--- src/rtl/fp_result_pkg.sv ---
// fp_result_pkg: shared types, result-type codes, flag indices and format helpers
package fp_result_pkg;

    typedef enum logic [1:0] {
        RNE = 2'b00,
        RTZ = 2'b01,
        RUP = 2'b10,
        RDN = 2'b11
    } rnd_mode_e;

    localparam logic [5:0] TYPE_NAN  = 6'b000001;
    localparam logic [5:0] TYPE_INV  = 6'b000010;
    localparam logic [5:0] TYPE_INF  = 6'b000100;
    localparam logic [5:0] TYPE_ZERO = 6'b001000;
    localparam logic [5:0] TYPE_SUB  = 6'b010000;
    localparam logic [5:0] TYPE_NORM = 6'b100000;

    localparam int FLAG_INVALID   = 0;
    localparam int FLAG_OVERFLOW  = 1;
    localparam int FLAG_UNDERFLOW = 2;
    localparam int FLAG_INEXACT   = 3;

    function automatic int fp_bias(input int exp_w);
        return (1 << (exp_w - 1)) - 1;
    endfunction

    function automatic int fp_emin(input int exp_w);
        return 1 - fp_bias(exp_w);
    endfunction

    function automatic int fp_emax(input int exp_w);
        return fp_bias(exp_w);
    endfunction

endpackage

--- src/rtl/fp_round_pack.sv ---
// fp_round_pack: rounds, overflow-checks and encodes one lane, producing its flag contributions
module fp_round_pack
    import fp_result_pkg::*;
#(
    parameter int EXP_W = 5,
    parameter int MAN_W = 10
) (
    input  rnd_mode_e               rnd_mode,
    input  logic [2:0]              ext_cls,
    input  logic                    ext_sign,
    input  logic                    sign,
    input  logic signed [EXP_W+1:0] expo,
    input  logic [MAN_W:0]          sig,
    input  logic [2:0]              grs,
    input  logic                    zero,
    input  logic                    tiny,
    output logic [EXP_W+MAN_W:0]    data,
    output logic [5:0]              dtype,
    output logic [3:0]              flags
);
    localparam int BIAS = fp_bias(EXP_W);
    localparam int EMAX = fp_emax(EXP_W);
    localparam logic [EXP_W-1:0] E_ONES = '1;
    localparam logic [EXP_W-1:0] E_MAXF = {{(EXP_W-1){1'b1}}, 1'b0};
    localparam logic [MAN_W-1:0] M_ONES = '1;
    localparam logic [MAN_W-1:0] M_ZERO = '0;
    localparam logic [MAN_W-1:0] M_QNAN = {1'b1, {(MAN_W-1){1'b0}}};

    logic inc, carry, hidden, ovf, to_inf, inexact;
    logic [MAN_W+1:0] rsum;
    logic [MAN_W-1:0] mant;
    logic [EXP_W-1:0] efield;
    int rexp;

    // round the significand, then pick the encoding by class with extremes first
    always_comb begin
        inc = rnd_mode == RNE ? grs[2] & (grs[1] | grs[0] | sig[0]) :
              rnd_mode == RUP ? ~sign & (|grs) :
              rnd_mode == RDN ? sign & (|grs) : 1'b0;
        rsum = {1'b0, sig} + {{(MAN_W+1){1'b0}}, inc};
        carry = rsum[MAN_W+1];
        hidden = carry | rsum[MAN_W];
        mant = carry ? M_ZERO : rsum[MAN_W-1:0];
        rexp = int'(expo) + int'(carry);
        efield = EXP_W'(rexp + BIAS);
        ovf = rexp > EMAX;
        to_inf = (rnd_mode == RNE) | ((rnd_mode == RUP) & ~sign) | ((rnd_mode == RDN) & sign);
        inexact = (|grs) | ovf;
        data = '0;
        dtype = '0;
        flags = '0;
        if (ext_cls[0]) begin
            data = {ext_sign, E_ONES, M_ONES};
            dtype = TYPE_NAN;
        end else if (ext_cls[1]) begin
            data = {ext_sign, E_ONES, M_QNAN};
            dtype = TYPE_INV;
            flags[FLAG_INVALID] = 1'b1;
        end else if (ext_cls[2]) begin
            data = {ext_sign, E_ONES, M_ZERO};
            dtype = TYPE_INF;
        end else if (zero) begin
            data = {sign, {EXP_W{1'b0}}, M_ZERO};
            dtype = TYPE_ZERO;
        end else if (ovf) begin
            data = to_inf ? {sign, E_ONES, M_ZERO} : {sign, E_MAXF, M_ONES};
            dtype = to_inf ? TYPE_INF : TYPE_NORM;
            flags[FLAG_OVERFLOW] = 1'b1;
            flags[FLAG_INEXACT] = 1'b1;
        end else begin
            data = {sign, hidden ? efield : {EXP_W{1'b0}}, mant};
            dtype = hidden ? TYPE_NORM : (|mant) ? TYPE_SUB : TYPE_ZERO;
            flags[FLAG_INEXACT] = inexact;
            flags[FLAG_UNDERFLOW] = tiny & inexact;
        end
    end

endmodule

--- src/rtl/final_result_pipe.sv ---
// final_result_pipe: two-stage valid/ready result packer with denormalisation, rounding and sticky flags
module final_result_pipe
    import fp_result_pkg::*;
#(
    parameter int EXP_W = 5,
    parameter int MAN_W = 10,
    parameter int LANES = 1
) (
    input  logic                             CLK,
    input  logic                             RST,
    input  logic                             IN_VALID,
    output logic                             IN_READY,
    input  logic [1:0]                       RND_MODE,
    input  logic [3*LANES-1:0]               EXT_TYPE,
    input  logic [LANES-1:0]                 EXT_SIGN,
    input  logic [LANES-1:0]                 ACT_SIGN,
    input  logic [(EXP_W+2)*LANES-1:0]       ACT_EXP,
    input  logic [(MAN_W+1)*LANES-1:0]       ACT_SIG,
    input  logic [3*LANES-1:0]               ACT_GRS,
    output logic                             OUT_VALID,
    input  logic                             OUT_READY,
    output logic [(1+EXP_W+MAN_W)*LANES-1:0] DO,
    output logic [6*LANES-1:0]               DO_TYPE,
    output logic [3:0]                       FLAGS,
    input  logic                             FLAG_CLR
);
    localparam int EW   = EXP_W + 2;
    localparam int SW   = MAN_W + 1;
    localparam int M3   = MAN_W + 3;
    localparam int DW   = 1 + EXP_W + MAN_W;
    localparam int SH_W = $clog2(M3 + 1);
    localparam int EMIN = fp_emin(EXP_W);

    logic s1_valid, s2_valid, s1_load, s2_load, s1_take;
    rnd_mode_e s1_rnd;
    logic [LANES-1:0][3:0] lane_flags;
    logic [3:0] flag_set;

    assign s2_load   = ~s2_valid | OUT_READY;
    assign s1_load   = ~s1_valid | s2_load;
    assign s1_take   = s1_load & IN_VALID;
    assign IN_READY  = s1_load;
    assign OUT_VALID = s2_valid;

    // bundle-level valids and the rounding mode shared by all lanes
    always_ff @(posedge CLK or posedge RST) begin
        if (RST) begin
            s1_valid <= 1'b0;
            s2_valid <= 1'b0;
            s1_rnd <= RNE;
        end else begin
            if (s1_load) s1_valid <= IN_VALID;
            if (s2_load) s2_valid <= s1_valid;
            if (s1_take) s1_rnd <= rnd_mode_e'(RND_MODE);
        end
    end

    // OR the flag contributions of every lane in the bundle at the output
    always_comb begin
        flag_set = '0;
        for (int i = 0; i < LANES; i++) flag_set = flag_set | lane_flags[i];
    end

    // sticky flags, set on the output handshake; a set beats a same-cycle clear
    always_ff @(posedge CLK or posedge RST) begin
        if (RST) FLAGS <= '0;
        else FLAGS <= (FLAG_CLR ? 4'b0 : FLAGS) | ((OUT_VALID & OUT_READY) ? flag_set : 4'b0);
    end

    for (genvar l = 0; l < LANES; l++) begin : g_lane
        logic [2:0] ext, cls, s1_cls;
        logic signed [EW-1:0] a_exp, d_exp, s1_exp;
        logic [SW-1:0] a_sig, d_sig, s1_sig;
        logic [2:0] a_grs, d_grs, s1_grs;
        logic tiny, s1_tiny, s1_zero, s1_xs, s1_sg;
        int diff;
        logic [SH_W-1:0] amt;
        logic [2*M3-1:0] wide;
        logic [DW-1:0] r_data, s2_data;
        logic [5:0] r_type, s2_type;
        logic [3:0] r_flags, s2_flags;

        assign ext   = EXT_TYPE[3*l +: 3];
        assign a_exp = ACT_EXP[EW*l +: EW];
        assign a_sig = ACT_SIG[SW*l +: SW];
        assign a_grs = ACT_GRS[3*l +: 3];

        // classify extremes by priority and shift tiny results down to EMIN, folding lost bits into sticky
        always_comb begin
            diff = EMIN - int'(a_exp);
            tiny = diff > 0;
            amt = SH_W'(diff > M3 ? M3 : diff);
            wide = {a_sig, a_grs[2:1], {M3{1'b0}}} >> amt;
            cls = ext[0] ? 3'b001 : ext[1] ? 3'b010 : ext[2] ? 3'b100 : 3'b000;
            d_exp = tiny ? EW'(EMIN) : a_exp;
            d_sig = tiny ? wide[2*M3-1 -: SW] : a_sig;
            d_grs = tiny ? {wide[M3+1:M3], (|wide[M3-1:0]) | a_grs[0]} : a_grs;
        end

        // stage-1 register, written only by an accepted bundle
        always_ff @(posedge CLK or posedge RST) begin
            if (RST) begin
                s1_cls <= '0;
                s1_xs <= 1'b0;
                s1_sg <= 1'b0;
                s1_exp <= '0;
                s1_sig <= '0;
                s1_grs <= '0;
                s1_zero <= 1'b0;
                s1_tiny <= 1'b0;
            end else if (s1_take) begin
                s1_cls <= cls;
                s1_xs <= EXT_SIGN[l];
                s1_sg <= ACT_SIGN[l];
                s1_exp <= d_exp;
                s1_sig <= d_sig;
                s1_grs <= d_grs;
                s1_zero <= a_sig == '0;
                s1_tiny <= tiny;
            end
        end

        fp_round_pack #(
            .EXP_W(EXP_W),
            .MAN_W(MAN_W)
        ) u_round_pack (
            .rnd_mode (s1_rnd),
            .ext_cls  (s1_cls),
            .ext_sign (s1_xs),
            .sign     (s1_sg),
            .expo     (s1_exp),
            .sig      (s1_sig),
            .grs      (s1_grs),
            .zero     (s1_zero),
            .tiny     (s1_tiny),
            .data     (r_data),
            .dtype    (r_type),
            .flags    (r_flags)
        );

        // stage-2 register, written only when stage 1 hands over a valid bundle
        always_ff @(posedge CLK or posedge RST) begin
            if (RST) begin
                s2_data <= '0;
                s2_type <= '0;
                s2_flags <= '0;
            end else if (s2_load & s1_valid) begin
                s2_data <= r_data;
                s2_type <= r_type;
                s2_flags <= r_flags;
            end
        end

        assign DO[DW*l +: DW]     = s2_data;
        assign DO_TYPE[6*l +: 6]  = s2_type;
        assign lane_flags[l]      = s2_flags;
    end

endmodule
--- config.mk ---
export PLATFORM = sky130hd
export DESIGN_NAME = final_result_pipe
export DESIGN_NICKNAME = d
export VERILOG_FILES = /design/src/rtl/fp_result_pkg.sv /design/src/rtl/fp_round_pack.sv /design/src/rtl/final_result_pipe.sv
export SDC_FILE = /design/constraint.sdc
export NUM_CORES = 1
export LEC_CHECK = 0
export ABC_AREA = 1
export CAP_MARGIN = 10
export CORE_ASPECT_RATIO = 0.6
export CORE_UTILIZATION = 49
export DETAILED_ROUTE_END_ITERATION = 6
export GPL_ROUTABILITY_DRIVEN = 0
export PLACE_DENSITY = 0.77
export SKIP_CTS_REPAIR_TIMING = 1
export SYNTH_ARGS = -nofsm -noshare
export SYNTH_HDL_FRONTEND = slang
export SYNTH_SLANG_ARGS = --single-unit
--- constraint.sdc ---
create_clock -name CLK -period 3.2 [get_ports CLK]
set_clock_uncertainty 0.15 [all_clocks]
set_input_delay 0.48 -clock CLK [delete_from_list [all_inputs] [get_ports CLK]]
set_output_delay 0.48 -clock CLK [all_outputs]
set_load 0.01 [all_outputs]
==> results of run 1 <==
cell families (layout without fill, tap and decap cells):
kind of cell             after synthesis  after routing  share of synthesized area [%]
AND/OR/NAND/NOR                      268            269                           30.9
AO/OA/AOI/OAI                        101            101                           14.8
buffers and inverters                 96            200                           9.87
flip-flops                            61             61                           39.2
adder cells (fa/ha/maj)               10             10                           3.22
XOR/XNOR                               9              9                           2.03
metal layers:
metal  vias to the layer above  GRT usage [%]  share of wire [%]
met2                       227           41.3                 43
met3                        31           9.00                 10
met5                         -              0                  0
met1                      1957           41.0                 45
met4                         0           8.86                2.0
li1                       2012              -                  -
sequential cells by signal, summed over array words and instances (netlist names):
register,flops
g_lane.s1_cls,3
g_lane.s1_sig,11
g_lane.s1_zero,1
g_lane.s1_sg,1
g_lane.s1_grs,3
g_lane.s1_exp,7
s1_rnd,2
g_lane.s1_tiny,1
g_lane.s1_xs,1
DO,16
DO_TYPE,6
s1_valid,1
FLAGS,4
flag_set,3
OUT_VALID,1
cell usage after synthesis, drive strengths merged, types with 2 or more instances:
| cell | count | area share [%] |
|---|---|---|
| nand3b | 4 | 0.77 |
| nor4 | 3 | 0.48 |
| a22oi | 8 | 1.5 |
| nand3 | 79 | 10 |
| inv | 76 | 7.3 |
| nand4 | 4 | 0.64 |
| a22o | 2 | 0.48 |
| dfrtp | 61 | 39 |
| nand2 | 106 | 11 |
| xor2 | 5 | 1.1 |
| a32oi | 2 | 0.45 |
| a31oi | 2 | 0.32 |
| nor2 | 57 | 5.7 |
| clkbuf | 11 | 1.1 |
| nor3 | 11 | 1.7 |
| or2 | 3 | 0.48 |
| o21ai | 41 | 5.3 |
| xnor2 | 4 | 0.90 |
| buf | 8 | 1.4 |
| a21oi | 34 | 4.4 |
| ha | 10 | 3.2 |
| o22ai | 5 | 0.80 |
final cells by class:
type / instances / area, um2
well taps: 104 / 130
fillers: 544 / 2090
clock buffers: 12 / 246
flip-flops and latches: 61 / 1530
multi-input cells: 389 / 2180
clock inverters: 4 / 47.5
inverters: 77 / 289
repair buffers: 107 / 970
worst reg2reg max path, cell delays in order, from the launching register on:
cell and delay [ns]:
dfrtp_1 0.36, inv_2 0.07, nor3_4 0.19, nor2_1 0.08, nor3_2 0.18, ha_2 0.23
nand3_4 0.09, nor2_4 0.12, nand4_1 0.15, nor2_2 0.15, nand3_2 0.11, nor2_4 0.14
ha_2 0.19, nand2_2 0.08, nor2_4 0.17, xor2_2 0.22, a22o_4 0.16, nand2_4 0.07
o21ai_4 0.08, nand2_4 0.09, nor3_4 0.21, buf_4 0.16, o21ai_2 0.04, a21oi_1 0.11
worst max-delay path by stage:
| stage | start | end | depth (start not counted) |
|---|---|---|---|
| final | g_lane[0].s1_sg | DO[1] | 23 |
| after global routing | g_lane[0].s1_sg | DO[4] | 22 |
| after CTS | s1_rnd[0] | DO[8] | 23 |
| after detailed placement | s1_rnd[0] | DO[2] | 23 |
| after global placement | s1_rnd[0] | DO[0] | 23 |
| after floorplan | s1_rnd[0] | DO[0] | 22 |
through the flow:
stage | area [um2] | setup TNS [ns] | hold WS (ns) | worst slack, ns
6_report | 5390 | -8.22 | 0.345 | -0.483
5_1_grt | 5390 | -13.79 | 0.355 | -0.754
4_1_cts | 5130 | -11.90 | 0.347 | -0.688
3_5_place_dp | 4840 | -9.88 | 0.317 | -0.611
3_3_place_gp | 4840 | -5.43 | 0.314 | -0.353
2_1_floorplan | 3940 | -2.90 | 0.294 | -0.263
placed cells by master, fill, tap and decap left out, types with 7 or more instances in the layout:
master / synthesis / routed
nor2_1: 54 / 49
inv_1: 74 / 69
o21ai_0: 40 / 24
buf_4: 3 / 45
nand2_1: 101 / 98
o21ai_2: 0 / 7
clkbuf_16: 0 / 9
nor3_1: 10 / 7
dfrtp_1: 61 / 61
inv_2: 2 / 7
a21oi_1: 34 / 32
clkdlybuf4s50_1: 0 / 60
o21ai_1: 1 / 9
a22oi_1: 8 / 8
ha_1: 10 / 7
nand3_1: 78 / 75
power breakdown:
part	switching (mW)	total [mW]	internal [mW]
Combinational	0.602	1.09	0.488
Sequential	0.115	1.04	0.920
Clock	0.349	0.970	0.621
Total	1.07	3.10	2.03
==> results.sh, run 1 <==
export IMPL_outcome="complete, but fails checks"
export IMPL_violations="negative setup slack"
export IMPL_avgSynthCellArea_um2=7.14
export IMPL_reg2reg_to="DO[1]"
export IMPL_start_util_pct=52.0
export IMPL_relSlewSlack_pct=54.0
export IMPL_cp_data_required_time_ns=3.31
export IMPL_ios=61
export IMPL_first_pass_iters=6
export IMPL_area_growth_pct=38.4
export IMPL_fin_crit_ns=3.68
export IMPL_finalSetupViolCount=22
export IMPL_core_mm2=0.00748
export IMPL_die_w_um=117
export IMPL_r2r_cells=23
export IMPL_remaining_drc_errors=0
export IMPL_utilization_pct=72.0
export IMPL_hold_path_end="DO_TYPE[3]"
export IMPL_critPathKind="reg -> reg"
export IMPL_wl_per_cell_um=15.7
export IMPL_h_tree_depth=3
export IMPL_cts_tree="built"
export IMPL_cp_max_fo=5
export IMPL_path_cells="inv_2 -> nor3_4 -> nor2_1 -> nor3_2 -> ha_2 -> nand3_4 -> nor2_4 -> nand4_1 -> nor2_2 -> nand3_2 -> nor2_4 -> ha_2 -> nand2_2 -> nor2_4 -> xor2_2 -> a22o_4 -> nand2_4 -> o21ai_4 -> nand2_4 -> nor3_4 -> buf_4 -> o21ai_2 -> a21oi_1"
export IMPL_grt_usage_pct=28.6
export IMPL_critPathLaunchType="flop"
export IMPL_slew_viol_final=0
export IMPL_ys_seq_area_share_pct=39.2
export IMPL_die_area_mm2=0.00831
export IMPL_power_mw=3.10
export IMPL_leakagePower_nw=2.51
export IMPL_rsz0062_at_grt="yes"
export IMPL_synth_async_reset_ratio_pct=100
export IMPL_cp_end_kind="flop"
export IMPL_fmax_mhz=272
export IMPL_dp_cells=724
export IMPL_viasPerCell=5.61
export IMPL_period_share_pct=115
export IMPL_synthDistinctLibCells=41
export IMPL_cts_buffers_inserted=9
export IMPL_hp_start="DO_TYPE[3]"
export IMPL_dp_hpwl_mm=8.53
export IMPL_ir_worst_vdd_mv=0.263
export IMPL_synth_nets=588
export IMPL_fin_ws_ns=-0.483
export IMPL_finalHoldViolations=0
export IMPL_grt_pass1_wl_mm=18.1
export IMPL_nets=688
export IMPL_die_h_um=71.0
export IMPL_via_count=4227
export IMPL_clk_latency_ns=0.33
export IMPL_netlist_instances=545
export IMPL_grt_overflow=0
export IMPL_drt_iter0_markers=569
export IMPL_cpMostUsedCell="nor2_4"
export IMPL_ys_warn_count=0
export IMPL_final_cell_count_no_fill=754
export IMPL_cpPeakStageDelay_ns=0.36
export IMPL_diodes=0
export IMPL_grt_pass1_vias=3885
export IMPL_drive_gt1_share_pct=17.1
export IMPL_port_buffers=60
export IMPL_clkTransAtPathRegs_ns=0.05
export IMPL_synth_ff_type="dfrtp_1"
export IMPL_drt_wl_total_mm=11.8
export IMPL_worstMarginPinSlew_ns=0.689
export IMPL_path_buf_inv=2
export IMPL_clockRootBuffer="clkbuf_16"
export IMPL_r2r_slack_ns=-0.48
export IMPL_ant_nets=0
export IMPL_synth_seq_cells=61
export IMPL_critPathArrivalTime_ns=3.79
export IMPL_antenna_found_initial=0
export IMPL_row_count=24
export IMPL_path_delay_family="simple AND/OR/NAND/NOR gates"
export IMPL_holdPathStages=2
export IMPL_synth_edf_count=0
export IMPL_critical_path_slowest_cell="dfrtp_1"
export IMPL_r2r_start="g_lane[0].s1_sg"
export IMPL_clock_path_buffers=2
export IMPL_grt_max_degree=32
export IMPL_hp_class="reg -> reg"
export IMPL_clock_sinks=61
export IMPL_syn_area_mm2=0.00389
export IMPL_p_per_area_mw_per_mm2=575
export IMPL_drv_cap=0
(Power assumes the default switching activity.)
==> run 2, diff against run 1 <==
--- a/config.mk
+++ b/config.mk
@@ -12,7 +12,7 @@
 export DETAILED_ROUTE_END_ITERATION = 6
 export GPL_ROUTABILITY_DRIVEN = 0
 export PLACE_DENSITY = 0.77
-export SKIP_CTS_REPAIR_TIMING = 1
+export RECOVER_POWER = 100
 export SYNTH_ARGS = -nofsm -noshare
 export SYNTH_HDL_FRONTEND = slang
 export SYNTH_SLANG_ARGS = --single-unit
==> results.sh, run 2 (synthesis gave the netlist of run 1 again) <==
export IMPL_outcome="complete, but fails checks"
export IMPL_violations="negative setup slack"
export IMPL_wl_per_cell_um=17.1
export IMPL_fin_crit_ns=3.73
export IMPL_fin_ws_ns=-0.530
export IMPL_diodes=0
export IMPL_viasPerCell=5.82
export IMPL_gr_usage_met1_pct=42.6
export IMPL_largest_register_ff_count=16
export IMPL_dp_hpwl_mm=8.53
export IMPL_nets=718
export IMPL_first_pass_iters=6
export IMPL_drt_iter0_markers=583
export IMPL_internal_power_mw=2.06
export IMPL_layout_commonest_cell="nand2_1"
export IMPL_crit_start="s1_rnd[0]"
export IMPL_drt_wl_total_mm=13.4
export IMPL_grt_busiest_layer="met2"
export IMPL_die_area_mm2=0.00831
export IMPL_cts_hold_buf=0
export IMPL_ios=61
export IMPL_pwr_share_clk_pct=30.7
export IMPL_antenna_found_initial=0
export IMPL_cp_max_fo=5
export IMPL_grt_usage_pct=33.0
export IMPL_hold_slack_ns=0.342
export IMPL_worstMarginPinSlew_ns=1.39
export IMPL_clock_path_buffers=2
export IMPL_critPathLaunchType="flop"
export IMPL_grt_overflow=0
export IMPL_rsz0062_at_grt="yes"
export IMPL_r2r_start="s1_rnd[0]"
export IMPL_critPathKind="reg -> reg"
export IMPL_leakagePower_nw=2.65
export IMPL_cts_tree="built"
export IMPL_row_count=24
export IMPL_drive_gt1_share_pct=20.1
export IMPL_h_tree_depth=3
export IMPL_via_count=4565
export IMPL_n_fill_cell=516
export IMPL_area_growth_pct=44.1
export IMPL_slew_viol_final=0
export IMPL_grt_use_met3_pct=11.4
export IMPL_grt_max_degree=32
export IMPL_placed_cell_area_mm2=0.00484
export IMPL_finalInstanceArea_mm2=0.00561
export IMPL_start_util_pct=52.0
export IMPL_p_seq_share_pct=32.4
export IMPL_pre_cts_ws_ns=-0.611
export IMPL_critPathArrivalTime_ns=3.84
export IMPL_relSlewSlack_pct=7.28
export IMPL_die_w_um=117
export IMPL_p_per_area_mw_per_mm2=570
export IMPL_remaining_drc_errors=0
export IMPL_core_mm2=0.00748
export IMPL_clock_sinks=61
export IMPL_cp_data_required_time_ns=3.31
export IMPL_grt_util_met2_pct=50.6
export IMPL_grt_pass1_vias=4368
export IMPL_p_comb_share_pct=36.8
export IMPL_final_cell_mix="nand2_1 (98), nand3_1 (75), buf_4 (71)"
export IMPL_finalSetupViolCount=22
export IMPL_finalHoldViolations=0
export IMPL_period_share_pct=117
export IMPL_hp_class="reg -> reg"
export IMPL_clk_latency_ns=0.34
export IMPL_clkTransAtPathRegs_ns=0.06
export IMPL_drv_cap=0
export IMPL_sw_frac_of_total_pct=35.6
export IMPL_grt_pass1_wl_mm=20.6
export IMPL_port_buffers=60
export IMPL_ir_worst_vdd_mv=0.273
export IMPL_die_h_um=71.0
export IMPL_fmax_mhz=268
export IMPL_cts_buffers_inserted=9
export IMPL_switching_power_mw=1.14
export IMPL_hp_start="DO_TYPE[3]"
export IMPL_clockRootBuffer="clkbuf_16"
export IMPL_ant_nets=0
export IMPL_cp_end_kind="flop"
-- run 2: changes by cell type in the layout (fill, tap and decap cells not counted), moves of 2 or more --
cell             before  now
buf_6                 1    4
o21ai_0              24   22
o21ai_2               7    4
clkdlybuf4s50_1      60   31
o21ai_1               9   13
buf_4                45   71
dlygate4sd3_1         0   29
-- run 2: final timing paths --
path	slack [ns]	end	cells past startpoint
setup / recovery	-0.53	DO[8]	23
hold / removal	0.34	DO_TYPE[3]	2
setup reg to reg	-0.53	DO[8]	23
hold reg to reg	0.34	DO_TYPE[3]	2
max in group asynchronous	0.73	DO[12]	3
min in group asynchronous	0.77	OUT_VALID	2
-- run 2: metal layers --
layer	wire (um)	vias up	part of all wire [%]
met1	5490	2089	41
li1	-	2073	-
met5	0	-	0
met2	5850	327	44
met3	1530	76	11
met4	556	0	4.1
-- run 2: layout make-up --
class	instances	area, um2	area share [%]
clock buffers	12	246	4.39
clock inverters	4	47.5	0.848
inverters	77	289	5.15
multi-input cells	389	2180	38.9
flip-flops and latches	61	1530	27.2
well taps	104	130	2.32
repair buffers	137	1190	21.2
-- run 2: per-stage QoR --
stage / total power, mW / TNS [ns] / util [%] / instances
global route: 3.32 / -12.72 / 75.0 / 784
detailed placement: 2.02 / -9.88 / 64.7 / 724
floorplan: 1.58 / -2.90 / - / 545
CTS: 3.14 / -3.47 / 74.5 / 779
global placement: 1.98 / -5.43 / 64.7 / 724
finish: 3.20 / -9.13 / 75.0 / 784
-- run 2: timing repair --
action / CTS / global route
gates cloned: 1 / 0
setup buffers: 48 / 6
setup endpoints to repair: 22 / 22
pin swaps: 27 / 11
gates resized for setup: 39 / 5
-- run 2: worst max-delay path, cell delays in order, from the launching register on --
cell and delay (ns):
dfrtp_1 0.40, inv_2 0.13, o21ai_1 0.09, inv_1 0.09, nor2_1 0.06, nor3_2 0.15
ha_2 0.24, nand3_4 0.08, nor2_4 0.10, nand4_1 0.14, nor2_2 0.19, nand3_2 0.12
nor2_4 0.15, ha_2 0.18, nand2_2 0.07, nor2_4 0.13, xor2_2 0.22, a22o_4 0.16
nand2_4 0.07, o21ai_4 0.08, nand2_4 0.09, nor3_4 0.25, o21ai_1 0.14, a21oi_1 0.17
-- run 2: power by group through the flow --
stage | Combinational, mW | Clock, mW | Sequential, mW
floorplan | 0.534 | 0 | 1.05
global route | 1.27 | 1.00 | 1.05
detailed placement | 0.984 | 0 | 1.03
finish | 1.18 | 0.982 | 1.04
CTS | 1.14 | 0.973 | 1.03
global placement | 0.957 | 0 | 1.03
==> run 3, diff against run 2 <==
--- a/config.mk
+++ b/config.mk
@@ -7,7 +7,6 @@
 export LEC_CHECK = 0
 export ABC_AREA = 1
 export CAP_MARGIN = 10
-export CORE_ASPECT_RATIO = 0.6
 export CORE_UTILIZATION = 49
 export DETAILED_ROUTE_END_ITERATION = 6
 export GPL_ROUTABILITY_DRIVEN = 0
==> constraint.sdc (replaced) <==
create_clock -name CLK -period 3 [get_ports CLK]
set_clock_uncertainty 0.15 [all_clocks]
set_input_delay 0.45 -clock CLK [delete_from_list [all_inputs] [get_ports CLK]]
set_output_delay 0.45 -clock CLK [all_outputs]
set_load 0.01 [all_outputs]
==> results.sh, run 3 (synthesis gave the netlist of run 1 again) <==
export IMPL_outcome="complete, but fails checks"
export IMPL_violations="negative setup slack"
export IMPL_cts_buffers_inserted=9
export IMPL_h_tree_depth=3
export IMPL_grt_max_degree=33
export IMPL_nets=768
export IMPL_path_cells="inv_2 -> nor3_4 -> nor2_2 -> nor3_2 -> ha_2 -> nand3_4 -> nor2_4 -> nand4_1 -> nor2_4 -> nand3_4 -> nor2_4 -> ha_4 -> nand2_2 -> nor3_2 -> xnor2_1 -> a22o_4 -> nand2_4 -> buf_4 -> buf_4 -> buf_12 -> o21ai_2 -> a21oi_2"
export IMPL_viasPerCell=6.07
export IMPL_critPathLaunchType="flop"
export IMPL_antenna_found_initial=0
export IMPL_path_buf_inv=4
export IMPL_grt_usage_pct=34.1
export IMPL_drv_cap=0
export IMPL_rsz0062_at_grt="yes"
export IMPL_clk_latency_ns=0.37
export IMPL_finalSetupViolCount=22
export IMPL_die_h_um=91.1
export IMPL_clock_path_buffers=2
export IMPL_drt_iter0_markers=561
export IMPL_worst_path_stages=22
export IMPL_first_pass_iters=5
export IMPL_fin_ws_ns=-1.29
export IMPL_grt_overflow=0
export IMPL_r2r_cells=22
export IMPL_area_growth_pct=56.0
export IMPL_relSlewSlack_pct=10.2
export IMPL_start_util_pct=50.6
export IMPL_cp_max_fo=13
export IMPL_r2r_slack_ns=-1.29
export IMPL_placed_cell_area_mm2=0.00506
export IMPL_cts_hold_buf=0
export IMPL_clockRootBuffer="clkbuf_8"
export IMPL_cpPeakStageDelay_ns=0.37
export IMPL_clkTransAtPathRegs_ns=0.07
export IMPL_ios=61
export IMPL_clock_sinks=61
export IMPL_hp_class="reg -> reg"
export IMPL_grt_pass1_wl_mm=21.8
export IMPL_row_count=32
export IMPL_die_area_mm2=0.00830
export IMPL_cpMostUsedCell="nor2_4"
export IMPL_cp_end_kind="flop"
export IMPL_wl_per_cell_um=19.0
export IMPL_leakagePower_nw=2.89
export IMPL_p_per_area_mw_per_mm2=572
export IMPL_period_share_pct=143
export IMPL_ant_nets=0
export IMPL_ir_worst_vdd_mv=0.308
export IMPL_dp_hpwl_mm=8.01
export IMPL_port_buffers=60
export IMPL_finalHoldViolations=0
export IMPL_critPathKind="reg -> reg"
export IMPL_largest_register_ff_count=16
export IMPL_finalInstanceArea_mm2=0.00607
export IMPL_diodes=0
export IMPL_holdPathStages=2
export IMPL_cp_data_required_time_ns=3.09
export IMPL_fmax_mhz=233
export IMPL_remaining_drc_errors=0
export IMPL_path_delay_family="simple AND/OR/NAND/NOR gates"
export IMPL_power_mw=3.47
export IMPL_fin_crit_ns=4.29
export IMPL_n_fill_cell=495
export IMPL_drive_gt1_share_pct=28.6
export IMPL_die_w_um=91.1
export IMPL_slew_viol_final=0
export IMPL_critPathArrivalTime_ns=4.38
export IMPL_layout_commonest_cell="buf_4"
export IMPL_worstMarginPinSlew_ns=1.35
export IMPL_drt_wl_total_mm=15.8
export IMPL_via_count=5047
export IMPL_cts_tree="built"
export IMPL_critical_path_slowest_cell="dfrtp_1"
export IMPL_core_mm2=0.00769
export IMPL_final_cell_mix="buf_4 (118), nand2_1 (95), nand3_1 (73)"
export IMPL_grt_pass1_vias=4549
## run 3: changes by cell type in the layout (fill, tap and decap cells not counted), moves of 8 or more
cell,change
clkbuf_16,-8
buf_4,+47
o21ai_1,-8
clkbuf_8,+8
o21ai_2,+8
## run 3: worst reg2reg max path, delay by kind of cell, from the launching register on
kind	cells	cell delay [ns]
compound gates	3	0.51
xor+xnor	1	0.21
buf+inv	4	0.52
simple gates	12	1.97
fa+ha+maj	2	0.43
flops	1	0.37
## run 3: metal layers
layer	share of wire (%)	track usage, %	up-vias
met5	0	0	-
met4	8.2	25.7	0
li1	-	-	2174
met3	9.2	6.53	136
met2	48	57.8	411
met1	35	37.9	2326
## run 3: final timing paths
path	start	end
max in group asynchronous	RST	g_lane[0].s1_sig[5]
min	DO_TYPE[4]	DO_TYPE[4]
min reg2reg	DO_TYPE[4]	DO_TYPE[4]
max reg2reg	g_lane[0].s1_sg	DO[1]
min in group asynchronous	RST	DO[13]
max	g_lane[0].s1_sg	DO[1]
## run 3: where the power goes
group,switching [mW],leakage (nW),total [mW],internal (mW)
Clock,0.358,0.0985,0.824,0.466
Sequential,0.125,0.712,1.10,0.979
Combinational,0.840,2.08,1.54,0.702
Total,1.32,2.89,3.47,2.15
## run 3: area by class of cell
cell class	instances	area, um2	area share (%)
inverters	77	293	4.82
repair buffers	187	1610	26.5
clock inverters	6	87.6	1.44
clock buffers	10	128	2.10
well taps	102	128	2.10
flip-flops and latches	61	1530	25.1
multi-input cells	389	2300	37.9
## run 3: metrics by stage
| stage | setup WS, ns | instances | utilization, % | setup TNS [ns] | hold WS, ns |
|---|---|---|---|---|---|
| 6_report | -1.29 | 832 | 79.0 | -25.86 | 0.331 |
| 3_3_place_gp | -0.568 | 751 | 65.9 | -9.62 | 0.314 |
| 5_1_grt | -1.62 | 832 | 79.0 | -33.04 | 0.367 |
| 4_1_cts | -0.541 | 819 | 75.5 | -9.63 | 0.335 |
| 2_1_floorplan | -0.463 | 545 | - | -7.20 | 0.294 |
| 3_5_place_dp | -0.987 | 751 | 65.9 | -17.97 | 0.319 |
## run 3: what timing repair did
item                       CTS  global route
pin swaps                   22            24
buffers inserted            53            13
resized for setup           36            39
gates cloned                 1             1
setup endpoints to repair   22            23
